<file path="src/rtl/uart_rx_core_param.sv">
// uart_rx_core_param: oversampling UART receive engine with a first-word-fall-through
// receive FIFO. Frame format (data bits, parity, stop bits) is captured at each start
// edge. Every received word is queued with its {break, framing, parity} flags.

module uart_rx_core_param #(
    parameter int unsigned DATA_W     = 9,
    parameter int unsigned FIFO_DEPTH = 16,
    parameter int unsigned OSR        = 16
) (
    input  logic                          PCLK,
    input  logic                          PRESETn,
    input  logic                          os_tick,
    input  logic                          rx_en,
    input  logic [3:0]                    data_bits,
    input  logic [1:0]                    parity_mode,
    input  logic                          stop_bits,
    input  logic                          UART_RXD,
    output logic                          rd_valid,
    input  logic                          rd_ready,
    output logic [DATA_W-1:0]             rd_data,
    output logic [2:0]                    rd_err,
    output logic [$clog2(FIFO_DEPTH):0]   fifo_count,
    output logic                          fifo_full,
    output logic                          overrun,
    input  logic                          overrun_clr,
    output logic                          rx_busy
);

    localparam int unsigned CntW = $clog2(OSR);
    localparam int unsigned AddrW = $clog2(FIFO_DEPTH);
    localparam int unsigned CountW = AddrW + 1;
    localparam int unsigned WordW = DATA_W + 3;

    // Sample points around mid-bit and the last tick of a bit.
    localparam logic [CntW-1:0] CntS0  = CntW'(OSR / 2 - 1);
    localparam logic [CntW-1:0] CntS1  = CntW'(OSR / 2);
    localparam logic [CntW-1:0] CntS2  = CntW'(OSR / 2 + 1);
    localparam logic [CntW-1:0] CntEnd = CntW'(OSR - 1);

    localparam logic [3:0] MinBits = 4'd5;
    localparam logic [3:0] MaxBits = 4'(DATA_W);

    typedef enum logic [2:0] {
        StIdle,
        StStart,
        StData,
        StParity,
        StStop1,
        StStop2
    } state_e;

    // ------------------------------------------------------------------
    // Input synchronizer and start-edge detect
    // ------------------------------------------------------------------
    logic [1:0] sync_q;
    logic       rxs;
    logic       rxs_prev_q;
    logic       start_edge;

    // Two-flop synchronizer on the async line, plus one-cycle history of rxs.
    always_ff @(posedge PCLK) begin
        if (!PRESETn) begin
            sync_q     <= 2'b11;
            rxs_prev_q <= 1'b1;
        end else begin
            sync_q     <= {sync_q[0], UART_RXD};
            rxs_prev_q <= rxs;
        end
    end

    assign rxs        = sync_q[1];
    assign start_edge = rxs_prev_q & ~rxs;

    // ------------------------------------------------------------------
    // Frame receiver
    // ------------------------------------------------------------------
    state_e              state_q;
    logic [CntW-1:0]     cnt_q;
    logic [1:0]          smp_q;
    logic [DATA_W-1:0]   shreg_q;
    logic [3:0]          bit_idx_q;
    logic [3:0]          nbits_q;
    logic                par_en_q;
    logic                par_odd_q;
    logic                two_stop_q;
    logic                par_acc_q;
    logic                zero_q;
    logic                perr_q;
    logic                ferr_q;
    logic                brk_q;
    logic                push_q;
    logic [WordW-1:0]    push_word_q;

    logic [3:0]          nbits_clamped;
    logic                tick_s0;
    logic                tick_s1;
    logic                decide;
    logic                bit_end;
    logic                maj;

    // Clamp the requested data-bit count into 5..DATA_W.
    always_comb begin
        nbits_clamped = data_bits;
        if (data_bits < MinBits) begin
            nbits_clamped = MinBits;
        end else if (data_bits > MaxBits) begin
            nbits_clamped = MaxBits;
        end
    end

    // Decode the oversample phase and form the 2-of-3 majority at the third sample.
    always_comb begin
        tick_s0 = os_tick && (cnt_q == CntS0);
        tick_s1 = os_tick && (cnt_q == CntS1);
        decide  = os_tick && (cnt_q == CntS2);
        bit_end = os_tick && (cnt_q == CntEnd);
        maj     = (smp_q[0] & smp_q[1]) | (smp_q[0] & rxs) | (smp_q[1] & rxs);
    end

    // Receive FSM with bit-phase counter; push request and word are registered here.
    always_ff @(posedge PCLK) begin
        if (!PRESETn) begin
            state_q     <= StIdle;
            cnt_q       <= '0;
            smp_q       <= '0;
            shreg_q     <= '0;
            bit_idx_q   <= '0;
            nbits_q     <= '0;
            par_en_q    <= 1'b0;
            par_odd_q   <= 1'b0;
            two_stop_q  <= 1'b0;
            par_acc_q   <= 1'b0;
            zero_q      <= 1'b0;
            perr_q      <= 1'b0;
            ferr_q      <= 1'b0;
            brk_q       <= 1'b0;
            push_q      <= 1'b0;
            push_word_q <= '0;
        end else begin
            push_q <= 1'b0;
            if ((state_q != StIdle) && !rx_en) begin
                // Receiver disabled mid-frame: abandon it without pushing.
                state_q <= StIdle;
            end else begin
                if ((state_q != StIdle) && os_tick) begin
                    cnt_q <= bit_end ? '0 : cnt_q + 1'b1;
                    if (tick_s0) smp_q[0] <= rxs;
                    if (tick_s1) smp_q[1] <= rxs;
                end

                unique case (state_q)
                    StIdle: begin
                        if (rx_en && start_edge) begin
                            state_q    <= StStart;
                            cnt_q      <= '0;
                            nbits_q    <= nbits_clamped;
                            par_en_q   <= (parity_mode == 2'b01) || (parity_mode == 2'b10);
                            par_odd_q  <= (parity_mode == 2'b10);
                            two_stop_q <= stop_bits;
                            shreg_q    <= '0;
                            bit_idx_q  <= '0;
                            par_acc_q  <= 1'b0;
                            zero_q     <= 1'b1;
                            perr_q     <= 1'b0;
                            ferr_q     <= 1'b0;
                            brk_q      <= 1'b0;
                        end
                    end

                    StStart: begin
                        if (decide && maj) begin
                            // Start bit high at mid-bit: treat as a line glitch.
                            state_q <= StIdle;
                        end else if (bit_end) begin
                            state_q <= StData;
                        end
                    end

                    StData: begin
                        if (decide) begin
                            for (int unsigned i = 0; i < DATA_W; i++) begin
                                if (bit_idx_q == 4'(i)) shreg_q[i] <= maj;
                            end
                            par_acc_q <= par_acc_q ^ maj;
                            if (maj) zero_q <= 1'b0;
                        end
                        if (bit_end) begin
                            if (bit_idx_q == nbits_q - 4'd1) begin
                                state_q <= par_en_q ? StParity : StStop1;
                            end else begin
                                bit_idx_q <= bit_idx_q + 4'd1;
                            end
                        end
                    end

                    StParity: begin
                        if (decide) begin
                            perr_q <= maj != (par_acc_q ^ par_odd_q);
                            if (maj) zero_q <= 1'b0;
                        end
                        if (bit_end) begin
                            state_q <= StStop1;
                        end
                    end

                    StStop1: begin
                        if (decide) begin
                            if (two_stop_q) begin
                                ferr_q <= ~maj;
                                brk_q  <= zero_q & ~maj;
                            end else begin
                                // Push at mid stop bit so a following start edge is not missed.
                                push_q      <= 1'b1;
                                push_word_q <= {zero_q & ~maj, ~maj, perr_q, shreg_q};
                                state_q     <= StIdle;
                            end
                        end
                        if (bit_end) begin
                            state_q <= StStop2;
                        end
                    end

                    StStop2: begin
                        if (decide) begin
                            push_q      <= 1'b1;
                            push_word_q <= {brk_q, ferr_q | ~maj, perr_q, shreg_q};
                            state_q     <= StIdle;
                        end
                    end

                    default: begin
                        state_q <= StIdle;
                    end
                endcase
            end
        end
    end

    assign rx_busy = (state_q != StIdle);

    // ------------------------------------------------------------------
    // Receive FIFO (first-word fall-through)
    // ------------------------------------------------------------------
    logic [WordW-1:0]  mem_q [FIFO_DEPTH];
    logic [AddrW-1:0]  wr_ptr_q;
    logic [AddrW-1:0]  rd_ptr_q;
    logic [CountW-1:0] count_q;
    logic              overrun_q;
    logic              full;
    logic              pop;
    logic              wr_en;
    logic              drop;
    logic [WordW-1:0]  head;

    // Push/pop qualification; a pop frees the slot a same-cycle push needs.
    always_comb begin
        full  = (count_q == CountW'(FIFO_DEPTH));
        pop   = (count_q != '0) && rd_ready;
        wr_en = push_q && (!full || pop);
        drop  = push_q && full && !pop;
        head  = mem_q[rd_ptr_q];
    end

    // Storage array, written without reset; reads are gated by occupancy.
    always_ff @(posedge PCLK) begin
        if (wr_en) begin
            mem_q[wr_ptr_q] <= push_word_q;
        end
    end

    // Pointers, occupancy count and sticky overrun flag.
    always_ff @(posedge PCLK) begin
        if (!PRESETn) begin
            wr_ptr_q  <= '0;
            rd_ptr_q  <= '0;
            count_q   <= '0;
            overrun_q <= 1'b0;
        end else begin
            if (wr_en) wr_ptr_q <= wr_ptr_q + 1'b1;
            if (pop)   rd_ptr_q <= rd_ptr_q + 1'b1;
            if (wr_en && !pop) begin
                count_q <= count_q + 1'b1;
            end else if (pop && !wr_en) begin
                count_q <= count_q - 1'b1;
            end
            if (drop) begin
                overrun_q <= 1'b1;
            end else if (overrun_clr) begin
                overrun_q <= 1'b0;
            end
        end
    end

    assign rd_valid   = (count_q != '0);
    assign rd_data    = rd_valid ? head[DATA_W-1:0] : '0;
    assign rd_err     = rd_valid ? head[WordW-1:DATA_W] : '0;
    assign fifo_count = count_q;
    assign fifo_full  = full;
    assign overrun    = overrun_q;

endmodule

</file>
<file path="config.mk">
export PLATFORM = sky130hd
export DESIGN_NAME = uart_rx_core_param
export DESIGN_NICKNAME = d
export VERILOG_FILES = /design/src/rtl/uart_rx_core_param.sv
export SDC_FILE = /design/constraint.sdc
export NUM_CORES = 1
export LEC_CHECK = 0
export BUFFER_PORTS_ARGS = -buffer_cell sky130_fd_sc_hd__buf_4
export CAP_MARGIN = 20
export CORE_ASPECT_RATIO = 1.2
export CORE_UTILIZATION = 35
export DETAILED_ROUTE_END_ITERATION = 8
export GPL_ROUTABILITY_DRIVEN = 0
export GPL_TIMING_DRIVEN = 0
export HOLD_SLACK_MARGIN = 0.03
export PLACE_DENSITY = 0.54
export SYNTH_ARGS = -nofsm -noshare
export SYNTH_HDL_FRONTEND = slang
export SYNTH_SLANG_ARGS = --single-unit
</file>
<file path="constraint.sdc">
create_clock -name PCLK -period 7.32 [get_ports PCLK]
set_clock_uncertainty 0.05 [all_clocks]
set_input_delay 1.464 -clock PCLK [delete_from_list [all_inputs] [get_ports PCLK]]
set_output_delay 1.464 -clock PCLK [all_outputs]
set_load 0.02 [all_outputs]
</file>
# Word level (Yosys, flattened, before mapping)
# Memory sizes are Yosys's and may differ from the RTL's. A register that Yosys moved wholly into a read port is not among the register bits.
# Index checks and enable logic that the tools add are counted.
# word_totals
register_bits,64
mem_bits_rw,192
inputBits,14
n_memories,1
word_cells,221
mem_bits_ro,0
latch_bits,0
output_inout_bits,21
# classes
n_lt_le_gt_ge,2
reduce_logical,52
add_sub_neg,7
div_mod_pow,0
mul,0
n_eq_ne,47
n_mux,67
n_bitwise,14
n_shift,0
# memory_table
memory,words,word_bits,rd,rd_clocked_by_memory_dff,write_ports,line,rtl
mem_q,16,12,1,1,1,244,logic [WordW-1:0] mem_q [FIFO_DEPTH];
# op_table
op,n
$reduce_and 5->1,13
$mux 4,11
$ne 2x2->1 const B,20
$mux 12,3
$mux 3,12
$mux 9,3
$mux 1,26
$pmux 12 s2,1
$eq 4x3->1 const B,5
$pmux 3 s6,1
$pmux 9 s2,1
$add 4x1->4 const B,4
$eq 4x4->1 const B,4
$logic_and 1x1->1,14
$reduce_bool 2->1,7
$pmux 1 s2,6
$mux 5,2
$ne 3x3->1 const B,3
$reduce_and 3->1,3
$eq 4x2->1 const B,2
$pmux 4 s2,1
$reduce_and 4->1,2
$reduce_and 8->1,1
$eq 3x2->1 const B,2
25 further kinds,42

# Longest topological paths before layout
# logic_depth
ltp_word,8
depth_mapped,11
depth_no_buf,11

# Least setup slack after synthesis
# Ideal clock, no wire load.
# synth_path
kind,input port to flip-flop
start,input rd_ready
end,"register count_q[4], in the netlist fifo_count[4]"
required_ns,7.198
slack_ns,3.772
setup_ns,0.072
path_buffers,0
arrival_time_ns,3.426
stages,10
path_cell_list,inv_1 a31oi_2 ha_1 inv_1 ha_1 nor2b_1 o21a_1 or3_1 a21oi_1 mux2i_1
# synth_via
elab_chain_len,6
elab_cells_between_ends,9
classes_between,mux (1); reduce/logical (8)
# synth_lines
item,line,rtl
"start, declared",19,"input logic rd_ready,"
$logic_and 1x1->1 (*),258,pop = (count_q != '0) && rd_ready;
$logic_or 1x1->1 (*),259,wr_en = push_q && (!full || pop);
$logic_and 1x1->1 (*),259,
via wr_en,251,logic wr_en;
$logic_not 1->1,283,end else if (pop && !wr_en) begin
$logic_and 1x1->1,283,
$reduce_bool 2->1 (no source line),--,
"end signal, assigned",282,count_q <= count_q + 1'b1;
"end signal, assigned",284,count_q <= count_q - 1'b1;
"end, declared",247,logic [CountW-1:0] count_q;
# Mark *: on every way through the listed nets, which the timed path passes. The rest lies on a longest branch.
# A chain may end at the register's enable or synchronous reset.

==> summary.txt <==
Worst setup path
  – CP required: about 5.8 ns
  – Worst r2r src: fifo_count[0]
  – CP Capture Type: output port
  – Crit path max fanout: 10
  – Startpoint Class: flip-flop
  – Reg2Reg Depth: 11
  – RR Endpoint: fifo_count[4]
  – Reg2reg setup slack: about 4 ns
  – WP data arrival: ~3.1 ns
  – Crit Path Category: flip-flop to output port

Synth
  – Largest cells by area after synthesis: edfxtp_1 (53%), dfxtp_1 (12%), mux4_2 (12%), nand2_1 (2.4%), ha_1 (2.1%)
  – Asr flop ratio synth: 0
  – Post-synthesis sequential element count: 260
  – Yosys cell types: 58
  – Cell accounting for the most synthesized area: edfxtp_1
  – Post-synthesis average cell area: ~15 um^2
  – Seq/Total Area, Yosys: 0.6542
  – Mapped cell area: ~11000 um^2
  – Post-synth top flop: edfxtp_1
  – Top cell type's share of synthesized area: 0.5292
  – Mapped Nets: 750
  – Count of flip-flops with a built-in enable after synthesis: about 190
  – Synth Instances: ~720
  – Synth warn: 0

Route
  – 1st-pass router iterations: 4
  – Vias: ~6000
  – DRT Wirelength: roughly 23 mm
  – DRT iter0 DRCs: ~320
  – # DRC: 0
  – Via/cell ratio: 5.027
  – DRT antenna net count: 0
  – WL per Instance: 19.42 um

Flow run
  – Max Cap Viol: 0

Clock tree
  – CTS tree: done
  – Later-pin clock latency in the skew report: 0.54 ns
  – Htree depth: 1
  – Cts repair resizes: 0
  – CTS Hold Bufs: 0
  – Max Root-Sink Buffers: 3
  – CTS Root Buffer Type: clkbuf_16
  – Cts bufs inserted: 27
  – Clock Sinks: 260
  – Clock-pin slew of the registers on the worst-case setup and hold paths: approximately 0.06 ns
  – Post CTS Setup Buffer Count: 0

Final layout
  – Layout cells sized above 1: 0.2143
  – Synthesis-to-layout area growth: 17.10%
  – Diode count: 0
  – Net count, final: between 800 and 900

Die
  – Die ar.: roughly 32000 um^2
  – # rows: 70
  – I/O pins: 35
  – Core area: ~30000 um^2
  – Initial Util: 0.3564
  – DIE HEIGHT: 195.3 um
  – Horiz. Die Dim: between 150 and 200 um

Global routing
  – Largest net degree at the start of global routing: 18
  – GR Util All Layers: 0.1519
  – First-pass GRT wire length: 36.54 mm
  – Initial antenna violation count: 0
  – Vias in the first global route: approximately 6300
  – Total congestion overflow: 0

STA
  – Final period utilization: 0.6338
  – Worst-Margin Slew: 1.027 ns
  – Worst slew margin: 0.3152
  – RSZ-0062 raised after global routing: no
  – Max-slew violation count: 0
  – Max Fclk: between 0.2 and 0.25 GHz
  – Setup_tns: 0 ns
  – Tmin final: ~4.6 ns
  – Hold_ws: roughly 0.36 ns
  – Hold Fails Final Rpt: 0
  – Final setup viols: 0

Worst hold path
  – Hold Crit Start: sync_q[0]
  – Hold Path Stages: 1
  – Hold crit path type: flip-flop to flip-flop
  – End of the worst hold path: sync_q[1]

Placement
  – Dpl hpwl: between 15 and 20 mm
  – Buffers on Ports: 32

Power and ir drop
  – Power, Total: approximately 0.0037 W
  – Pwr Density: 292.2 nW/um^2
  – Static Leak: roughly 4.5 nW
  – Peak supply drop: about 0.27 mV

Outcome
  – Status: finished, final reports clean
layout make-up:
class                           instances  area [um^2]
Tap cell                              396        495.5
Multi-Input combinational cell        402         3542
Sequential cell                       260         7127
Buffer                                 37        185.2
Clock inverter                         19        261.5
Timing Repair Buffer                   45        367.9
Fill cell                            2754        17810
Inverter                               18        67.56
Clock buffer                           31        710.7
worst max-delay path: stages, from the launching register on:
cell	delay, ns
dfxtp_1	0.38
buf_2	0.30
buf_1	0.68
mux4_2	0.41
mux4_2	0.47
and2_1	0.20
buf_4	0.16
how the worst max path moves through the flow:
stage | cells after the start | start | slack, ns | endpoint
floorplan | 10 | rd_ready | 3.77 | fifo_count[4]
CTS | 6 | flip-flop | 2.59 | rd_data[0]
global placement | 5 | rd_ready | 2.44 | mem_q[3][5]
detailed placement | 6 | flip-flop | 3.16 | rd_data[0]
global route | 6 | flip-flop | 2.57 | rd_data[0]
finish | 6 | flip-flop | 2.68 | rd_data[0]
cells in the final DEF, fill, tap and decap left out, drive strengths merged, types with 5 or more instances in the layout:
master and instances:
a21oi 18, a21boi 24, clkinv 9, clkbuf 53
nor3b 5, bufinv 6, buf 60, mux4 60
mux2i 13, edfxtp 192, xor2 8, nor3 10
xnor2 9, inv 19, nand2b 9, o21ai 22
and2 25, dfxtp 68, nand2 69, ha 18
nand4 6, nor2b 17, nor2 27, nand3 19
metal layers:
layer,track usage,wire (um),up-vias
met1,0.1887,10040,3057
met3,0.02082,772,30
met5,0,0,-
met4,0.03219,396,0
met2,0.2775,12250,119
li1,-,-,2867
cell usage after synthesis (all sizes together) (4+ instances only):
cell type and count:
xor2 8, nor2b 17, edfxtp 192, ha 18, and2 25, a21boi 24, dfxtp 68, mux4 60
inv 18, clkbuf 22, xnor2 9, nand3 19, nand4 6, a31oi 4, o211a 4, and3 4
nand2 69, nor3 10, mux2i 13, buf 15, nor3b 5, a21oi 18, nand2b 9, nor2 27
o21ai 22
sequential cells by signal, indices dropped and copies added (netlist names), 2 cells and up, named ones only:
name         cells
nbits_q          4
bit_idx_q        4
cnt_q            4
state_q          3
fifo_count       5
rd_ptr_q         4
smp_q            2
wr_ptr_q         4
mem_q          192
shreg_q          9
sync_q           2
push_word_q     12
logic make-up after synthesis:
logic type	after synthesis	share of synthesized area
fa+ha+maj	20	0.02343
compound gates	87	0.05272
flops	260	0.6542
buf+inv	55	0.02320
xor+xnor	18	0.01573
simple gates	204	0.09475
mux	73	0.1360
stage by stage:
step	cell area, um^2	instances	util	setup slack, ns
floorplan	10890	717	-	3.772
global placement	11630	1145	0.3805	2.439
detailed placement	11790	1158	0.3856	3.162
CTS	12760	1208	0.4174	2.593
global route	12760	1208	0.4174	2.573
finish	12760	1208	0.4174	2.680
report_power, final:
group / switching (W) / total, W / internal, W
combinational: 0.000346 / 0.000647 / 0.000301
sequential: 0.0000201 / 0.00160 / 0.00158
clock: 0.000572 / 0.00148 / 0.000910
total: 0.000938 / 0.00373 / 0.00279
(Power assumes the default switching activity.)
